$ cat src/rtl/mdu_seq_if.sv
// mdu_seq_if: request/response bundle between the execute stage and the
// multi-cycle RV32M multiply/divide sequencer.
//   start  - request pulse (sampled only while the sequencer is idle)
//   op     - RV32M funct3
//   op1    - rs1 value, op2 - rs2 value
//   flush  - kill an in-flight operation
//   busy   - sequencer in CALC or FIX
//   stall  - freeze the pipeline while the operation is outstanding
//   done   - one-cycle result-valid pulse
//   result - 32-bit result, held until the next accepted start
// master = pipeline side, slave = sequencer side.
interface mdu_seq_if #(
  parameter int unsigned XLEN = 32
);
  logic            start;
  logic [2:0]      op;
  logic [XLEN-1:0] op1;
  logic [XLEN-1:0] op2;
  logic            flush;
  logic            busy;
  logic            stall;
  logic            done;
  logic [XLEN-1:0] result;

  modport master (
    output start, op, op1, op2, flush,
    input  busy, stall, done, result
  );

  modport slave (
    input  start, op, op1, op2, flush,
    output busy, stall, done, result
  );
endinterface

$ cat src/rtl/mdu_seq.sv
// mdu_seq: multi-cycle RV32M multiply/divide sequencer beside the execute ALU.
// One operation per accepted start: 32-step shift-add multiply or restoring
// divide on magnitudes, sign fix-up, then a one-cycle done pulse with result.
// Divide-by-zero and signed overflow complete one cycle after acceptance.
// Ports:
//   clk - rising-edge clock
//   rst - synchronous active-high reset
//   bus - mdu_seq_if slave: start/op/op1/op2/flush in, busy/stall/done/result out
// Build option:
//   MDU_REUSE_EN - keep the last completed divide's operands, quotient and
//                  remainder; a repeat divide with identical operands and
//                  signedness returns the stored counterpart one cycle later.
module mdu_seq #(
  parameter int unsigned XLEN  = 32,
  parameter int unsigned CNT_W = 6
) (
  input logic      clk,
  input logic      rst,
  mdu_seq_if.slave bus
);

  typedef enum logic [1:0] {IDLE, CALC, FIX, DONE} state_t;

  localparam logic [CNT_W-1:0] LAST_CNT = CNT_W'(XLEN - 1);
  localparam logic [XLEN-1:0]  INT_MIN  = {1'b1, {(XLEN-1){1'b0}}};

  state_t state_q, state_d;

  logic [2:0]        op_q;
  logic [2*XLEN-1:0] acc_q;      // mul: {product_hi, multiplier}; div: {rem, quot}
  logic [XLEN-1:0]   b_q;        // multiplicand or divisor magnitude
  logic [CNT_W-1:0]  cnt_q;
  logic              neg_quo_q;  // product / quotient sign
  logic              neg_rem_q;  // remainder sign (dividend sign)
  logic [XLEN-1:0]   result_q;

  logic              accept, is_div, s1, s2, a_neg, b_neg;
  logic              dbz, ovf, hit, fast;
  logic [XLEN-1:0]   mag_a, mag_b, fast_res;
  logic [XLEN:0]     sum, diff;
  logic [2*XLEN-1:0] acc_mul, acc_div;
  logic [XLEN-1:0]   hi_fix, quo_fix, rem_fix, fix_res;

  function automatic logic [XLEN-1:0] neg(input logic [XLEN-1:0] x);
    return ~x + {{(XLEN-1){1'b0}}, 1'b1};
  endfunction

`ifdef MDU_REUSE_EN
  logic            rv_valid;
  logic [XLEN-1:0] rv_op1, rv_op2, rv_quo, rv_rem;
  logic            rv_uns;
`endif

  // Request decode and fast-path detection
  always_comb begin
    accept = (state_q == IDLE) && bus.start && !bus.flush;
    is_div = bus.op[2];
    s1     = (bus.op == 3'b001) || (bus.op == 3'b010) ||
             (bus.op == 3'b100) || (bus.op == 3'b110);
    s2     = (bus.op == 3'b001) || (bus.op == 3'b100) || (bus.op == 3'b110);
    a_neg  = s1 && bus.op1[XLEN-1];
    b_neg  = s2 && bus.op2[XLEN-1];
    mag_a  = a_neg ? neg(bus.op1) : bus.op1;
    mag_b  = b_neg ? neg(bus.op2) : bus.op2;
    dbz    = is_div && (bus.op2 == '0);
    ovf    = is_div && !bus.op[0] && (bus.op1 == INT_MIN) && (bus.op2 == '1);
`ifdef MDU_REUSE_EN
    hit    = is_div && rv_valid && (rv_op1 == bus.op1) &&
             (rv_op2 == bus.op2) && (rv_uns == bus.op[0]);
`else
    hit    = 1'b0;
`endif
    fast   = hit || dbz || ovf;

    fast_res = '0;
`ifdef MDU_REUSE_EN
    if (hit)
      fast_res = bus.op[1] ? rv_rem : rv_quo;
    else
`endif
    if (dbz)
      fast_res = bus.op[1] ? bus.op1 : '1;
    else if (ovf)
      fast_res = bus.op[1] ? '0 : INT_MIN;
  end

  // One iteration of each algorithm, plus the sign fix-up
  always_comb begin
    sum     = {1'b0, acc_q[2*XLEN-1:XLEN]} + {1'b0, b_q};
    acc_mul = acc_q[0] ? {sum, acc_q[XLEN-1:1]} : {1'b0, acc_q[2*XLEN-1:1]};
    // The shifted partial remainder needs XLEN+1 bits; the top bit of acc_q
    // is folded into the trial subtraction instead of being shifted out.
    diff    = acc_q[2*XLEN-1:XLEN-1] - {1'b0, b_q};
    acc_div = diff[XLEN] ? {acc_q[2*XLEN-2:0], 1'b0}
                         : {diff[XLEN-1:0], acc_q[XLEN-2:0], 1'b1};

    // High word of a negated 64-bit product: ~hi plus carry out of -lo
    hi_fix  = neg_quo_q ? (~acc_q[2*XLEN-1:XLEN] +
                           {{(XLEN-1){1'b0}}, (acc_q[XLEN-1:0] == '0)})
                        : acc_q[2*XLEN-1:XLEN];
    quo_fix = neg_quo_q ? neg(acc_q[XLEN-1:0]) : acc_q[XLEN-1:0];
    rem_fix = neg_rem_q ? neg(acc_q[2*XLEN-1:XLEN]) : acc_q[2*XLEN-1:XLEN];

    if (op_q[2])
      fix_res = op_q[1] ? rem_fix : quo_fix;
    else if (op_q == 3'b000)
      fix_res = acc_q[XLEN-1:0];
    else
      fix_res = hi_fix;
  end

  // FSM: state register
  always_ff @(posedge clk) begin
    if (rst) state_q <= IDLE;
    else     state_q <= state_d;
  end

  // FSM: next state and outputs
  always_comb begin
    state_d    = state_q;
    bus.busy   = 1'b0;
    bus.done   = 1'b0;
    case (state_q)
      IDLE: begin
        if (accept) state_d = fast ? DONE : CALC;
      end
      CALC: begin
        bus.busy = 1'b1;
        if (bus.flush)              state_d = IDLE;
        else if (cnt_q == LAST_CNT) state_d = FIX;
      end
      FIX: begin
        bus.busy = 1'b1;
        state_d  = bus.flush ? IDLE : DONE;
      end
      DONE: begin
        bus.done = 1'b1;
        state_d  = IDLE;
      end
      default: state_d = IDLE;
    endcase
    bus.stall  = accept || bus.busy;
    bus.result = result_q;
  end

  // Datapath
  always_ff @(posedge clk) begin
    if (rst) begin
      op_q      <= '0;
      acc_q     <= '0;
      b_q       <= '0;
      cnt_q     <= '0;
      neg_quo_q <= 1'b0;
      neg_rem_q <= 1'b0;
      result_q  <= '0;
    end else begin
      case (state_q)
        IDLE: begin
          if (accept) begin
            op_q      <= bus.op;
            acc_q     <= {{XLEN{1'b0}}, mag_a};
            b_q       <= mag_b;
            cnt_q     <= '0;
            neg_quo_q <= a_neg ^ b_neg;
            neg_rem_q <= a_neg;
            if (fast) result_q <= fast_res;
          end
        end
        CALC: begin
          if (!bus.flush) begin
            acc_q <= op_q[2] ? acc_div : acc_mul;
            cnt_q <= cnt_q + 1'b1;
          end
        end
        FIX: begin
          if (!bus.flush) result_q <= fix_res;
        end
        default: ;
      endcase
    end
  end

`ifdef MDU_REUSE_EN
  // Reuse record: cleared on any non-hit divide acceptance and refilled when
  // that divide completes, so a flushed or fast-path divide leaves it empty.
  always_ff @(posedge clk) begin
    if (rst) begin
      rv_valid <= 1'b0;
      rv_op1   <= '0;
      rv_op2   <= '0;
      rv_uns   <= 1'b0;
      rv_quo   <= '0;
      rv_rem   <= '0;
    end else if (accept && is_div && !hit) begin
      rv_valid <= 1'b0;
      rv_op1   <= bus.op1;
      rv_op2   <= bus.op2;
      rv_uns   <= bus.op[0];
    end else if ((state_q == CALC || state_q == FIX) && bus.flush && op_q[2]) begin
      rv_valid <= 1'b0;
    end else if (state_q == FIX && op_q[2]) begin
      rv_valid <= 1'b1;
      rv_quo   <= quo_fix;
      rv_rem   <= rem_fix;
    end
  end
`endif

endmodule

$ cat src/flat_wrapper.sv
// flat-port wrapper written by rule: the top's interface ports become plain ports
module mdu_seq_flat 
#(
  parameter int unsigned XLEN  = 32,
  parameter int unsigned CNT_W = 6
)
  (clk, rst, bus_start, bus_op, bus_op1, bus_op2, bus_flush, bus_busy, bus_stall, bus_done, bus_result);
  mdu_seq_if #(.XLEN(XLEN)) bus_i ();
  input logic clk;
  input logic rst;
  input wire logic [$bits(bus_i.start)-1:0] bus_start;
  input wire logic [$bits(bus_i.op)-1:0] bus_op;
  input wire logic [$bits(bus_i.op1)-1:0] bus_op1;
  input wire logic [$bits(bus_i.op2)-1:0] bus_op2;
  input wire logic [$bits(bus_i.flush)-1:0] bus_flush;
  output wire logic [$bits(bus_i.busy)-1:0] bus_busy;
  output wire logic [$bits(bus_i.stall)-1:0] bus_stall;
  output wire logic [$bits(bus_i.done)-1:0] bus_done;
  output wire logic [$bits(bus_i.result)-1:0] bus_result;
  assign bus_i.start = bus_start;
  assign bus_i.op = bus_op;
  assign bus_i.op1 = bus_op1;
  assign bus_i.op2 = bus_op2;
  assign bus_i.flush = bus_flush;
  assign bus_busy = bus_i.busy;
  assign bus_stall = bus_i.stall;
  assign bus_done = bus_i.done;
  assign bus_result = bus_i.result;
  mdu_seq #(.XLEN(XLEN), .CNT_W(CNT_W)) u_core (.clk(clk), .rst(rst), .bus(bus_i));
endmodule
$ cat config.mk
export PLATFORM = sky130hd
export DESIGN_NAME = mdu_seq_flat
export DESIGN_NICKNAME = d
export VERILOG_FILES = /design/src/rtl/mdu_seq_if.sv /design/src/rtl/mdu_seq.sv /design/src/flat_wrapper.sv
export SDC_FILE = /design/constraint.sdc
export NUM_CORES = 1
export LEC_CHECK = 0
export BUFFER_PORTS_ARGS = -buffer_cell sky130_fd_sc_hd__buf_2
export CORE_MARGIN = 8
export CORE_UTILIZATION = 65
export DETAILED_ROUTE_END_ITERATION = 10
export PLACE_DENSITY_LB_ADDON = 0.08
export SLEW_MARGIN = 20
export SYNTH_ARGS = -nofsm -noshare
export SYNTH_HDL_FRONTEND = slang
export SYNTH_SLANG_ARGS = --single-unit
$ cat constraint.sdc
create_clock -name clk -period 6.7 [get_ports clk]
set_input_delay 0.67 -clock clk [delete_from_list [all_inputs] [get_ports clk]]
set_output_delay 0.67 -clock clk [all_outputs]
set_load 0.005 [all_outputs]
==> run summary <==
Non-Filler Instances - 2364
WS Path Type - reg -> reg
Setup crit end kind - flip-flop
die footprint - 27900 µm²
Post-DP Area - 15200 µm²
vias in the first global route - 14900
Pre-antenna DRT Iters - 6
cell area after synthesis - 14900 µm²
setup_tns - 0 ns
syn nets - 2244
CTS Hold Bufs - 0
total wire length - 52.3 mm
Syn-to-layout area delta - 6.52%
register-to-register setup slack - 1.15 ns
cell count after placement - 2333
CP max FO - 9
Post-Syn Instances - 2094
vias per std cell - 6.99
Synth async-reset ratio - 0%
# port buffers - 105
post-DP HPWL - 38.1 mm
Final Hold Viols - 0
synthesis-stage register bit count - 141
Leakage - 6.11 nW
period utilisation layout - 82.9%
row count - 55
clk_skew - 0.0162 ns
htree depth - 4
Post-synth top flop - dfxtp_1
Nets - 2217
initial antenna violation count - 0
Netlist cell types - 82
CP Launch Type - flip-flop
status - finished, final reports clean
EDFF count, synth - 0
power per cell area - 258 nW/µm²
CTS tree - yes
Worst Tran Pin Value - 1.02 ns
Final min period - 5.55 ns
worst hold slack - 0.498 ns
post-CTS setup buffer count - 0
Global Route Usage Sum - 35.7%
total CTS buffers - 17
diode count - 0
Iteration-0 DRC Markers - 2273
I/O Pins - 106
Die Span Y - 167 µm
remaining antenna violation count - 0
worst skew pair latency - 0.44 ns
pin count of the biggest net entering global routing - 81
Die Wd - 167 µm
routability cong. - 1.02
detailed-route wire length per cell - 22.1 µm
Filler cells - 1914
Max Fclk - 180 MHz
Multi-input gate area - 11100 µm²
Most Frequent Cell on Critical Path - o21ai_0
layout cell share with drive strength beyond 1 - 9.38%
slowest CP cell - or4_1
Worst EP arrival - 5.89 ns
Data required, critical path - 7.04 ns
Synth warnings - 0
headroom to the max-slew limit - 31.8%
final instance area - 15800 µm²
setup violators final - 0
RSZ-0062 raised after global routing - no
Syn Area/Cell - 7.09 µm²
hold crit path type - reg -> reg
GRT overflow - 0
first-pass GRT wire length - 81.0 mm
DRC violations left - 0
final number of max-transition violations - 0
clock sinks - 141
CP cell instances - or4_1 > nor3_1 > nand4_1 > nor4_1 > ha_1 > or3b_2 > or3_1 > or2_1 > o21ai_0 > xnor2_1 > mux2i_1 > o21ai_0 > a22oi_1 > a211oi_1
Max Cap Viol - 0
Starting Density - 65.8%
CP peak stage delay - 0.62 ns
root buf cell - clkbuf_16
via count - 16500
Crit path max-delay family - simple AND/OR/NAND/NOR gates
CTS resizes - 0
Max clock buf depth - 2
Worst VDD drop - 0.353 mV
post-synthesis sequential area ratio - 19.0%
FF/Latch Area - 2830 µm²
core area - 22600 µm²
worst path buffer plus inverter count - 0
Clock Pin Slew Worst Setup and Hold Paths - 0.07 ns
[layout make-up]
cell class | count | area share (%)
well taps | 285 | 2.25
flip-flops and latches | 141 | 17.9
repair buffers | 125 | 4.29
inverters | 71 | 1.68
clock buffers | 17 | 2.69
multi-input cells | 1711 | 70.3
clock inverters | 14 | 0.925
[per-stage QoR]
stage | utilization, % | power (W) | setup slack (ns)
after CTS | 70.1 | 0.00401 | 1.39
after global routing | 70.1 | 0.00430 | 0.938
final | 70.1 | 0.00409 | 1.15
after global placement | 67.5 | 0.00300 | 1.62
after floorplan | - | 0.00252 | 2.12
after detailed placement | 67.5 | 0.00304 | 1.40
[registers in the layout (all words and copies together) (netlist names)]
signal and count:
u_core.neg_rem_q 1, u_core.acc_q 64, u_core.state_q 2, u_core.op_q 3
u_core.b_q 32, u_core.cnt_q 6, u_core.neg_quo_q 1, u_core.bus.result 32
[final timing paths]
path,startpoint,end,cells after the start
hold / removal,u_core.bus.result[11],u_core.bus.result[11],2
hold reg to reg,u_core.bus.result[11],u_core.bus.result[11],2
setup / recovery,u_core.acc_q[12],u_core.bus.result[22],14
setup reg to reg,u_core.acc_q[12],u_core.bus.result[22],14
[logic make-up after synthesis]
kind of cell / count (synthesis) / share of synthesized area, %
xor+xnor: 188 / 11.1
buf+inv: 242 / 6.33
flops: 141 / 19.0
fa+ha+maj: 79 / 6.75
compound gates: 691 / 31.2
mux: 48 / 3.28
simple gates: 705 / 22.4
[layer usage]
metal,global-route usage [%],up-vias,part of all wire (%)
met5,0,-,0
met4,15.9,0,4.6
met3,7.41,188,12
met2,53.2,1088,42
met1,49.0,7631,42
li1,-,7608,-
[power breakdown]
part	leakage, nW	switching, W	internal (W)
sequential	1.15	0.000195	0.000941
clock	0.278	0.000445	0.000525
combinational	4.69	0.00128	0.000700
total	6.11	0.00192	0.00217
[layout by cell type, fill, tap and decap left out, drive strengths merged, types with 10 or more instances in the layout]
cell type  synthesis  layout
ha                77      77
o211ai            71      71
o21ai            132     132
o41ai             22      22
or2               10      10
o21bai            11      11
clkbuf           148      17
and3              15      15
nand4             23      23
xnor2            102     102
nor3              42      42
inv               71      82
xor2              86      86
and2              10      10
nor2b             22      22
nand3             41      41
a31oi             29      29
a311oi            17      17
o21a              12      12
nor4              23      23
mux2i             43      43
dfxtp            141     141
a22o              14      14
or3               28      28
or4               13      13
nand2            232     232
a21o              24      24
buf               23     125
nor2             190     190
nand2b            34      34
o31ai             27      27
a211oi            74      74
a21oi            175     175
[worst min-delay path, stage by stage (launching register included)]
cell and delay (ns):
dfxtp_1 0.31, nor2_1 0.09, nor3_1 0.05
[cell usage after synthesis (all sizes together), types with 41 or more instances]
master  number  area [µm²]
nand2      232         871
nor2       190         713
a21oi      175         880
clkbuf     148         556
dfxtp      141        2820
o21ai      132         661
xnor2      102         893
xor2        86         753
ha          77         963
a211oi      74         561
inv         71         267
o211ai      71         533
mux2i       43         430
nor3        42         210
nand3       41         205
Note: power is estimated with default switching activity, not from simulation.
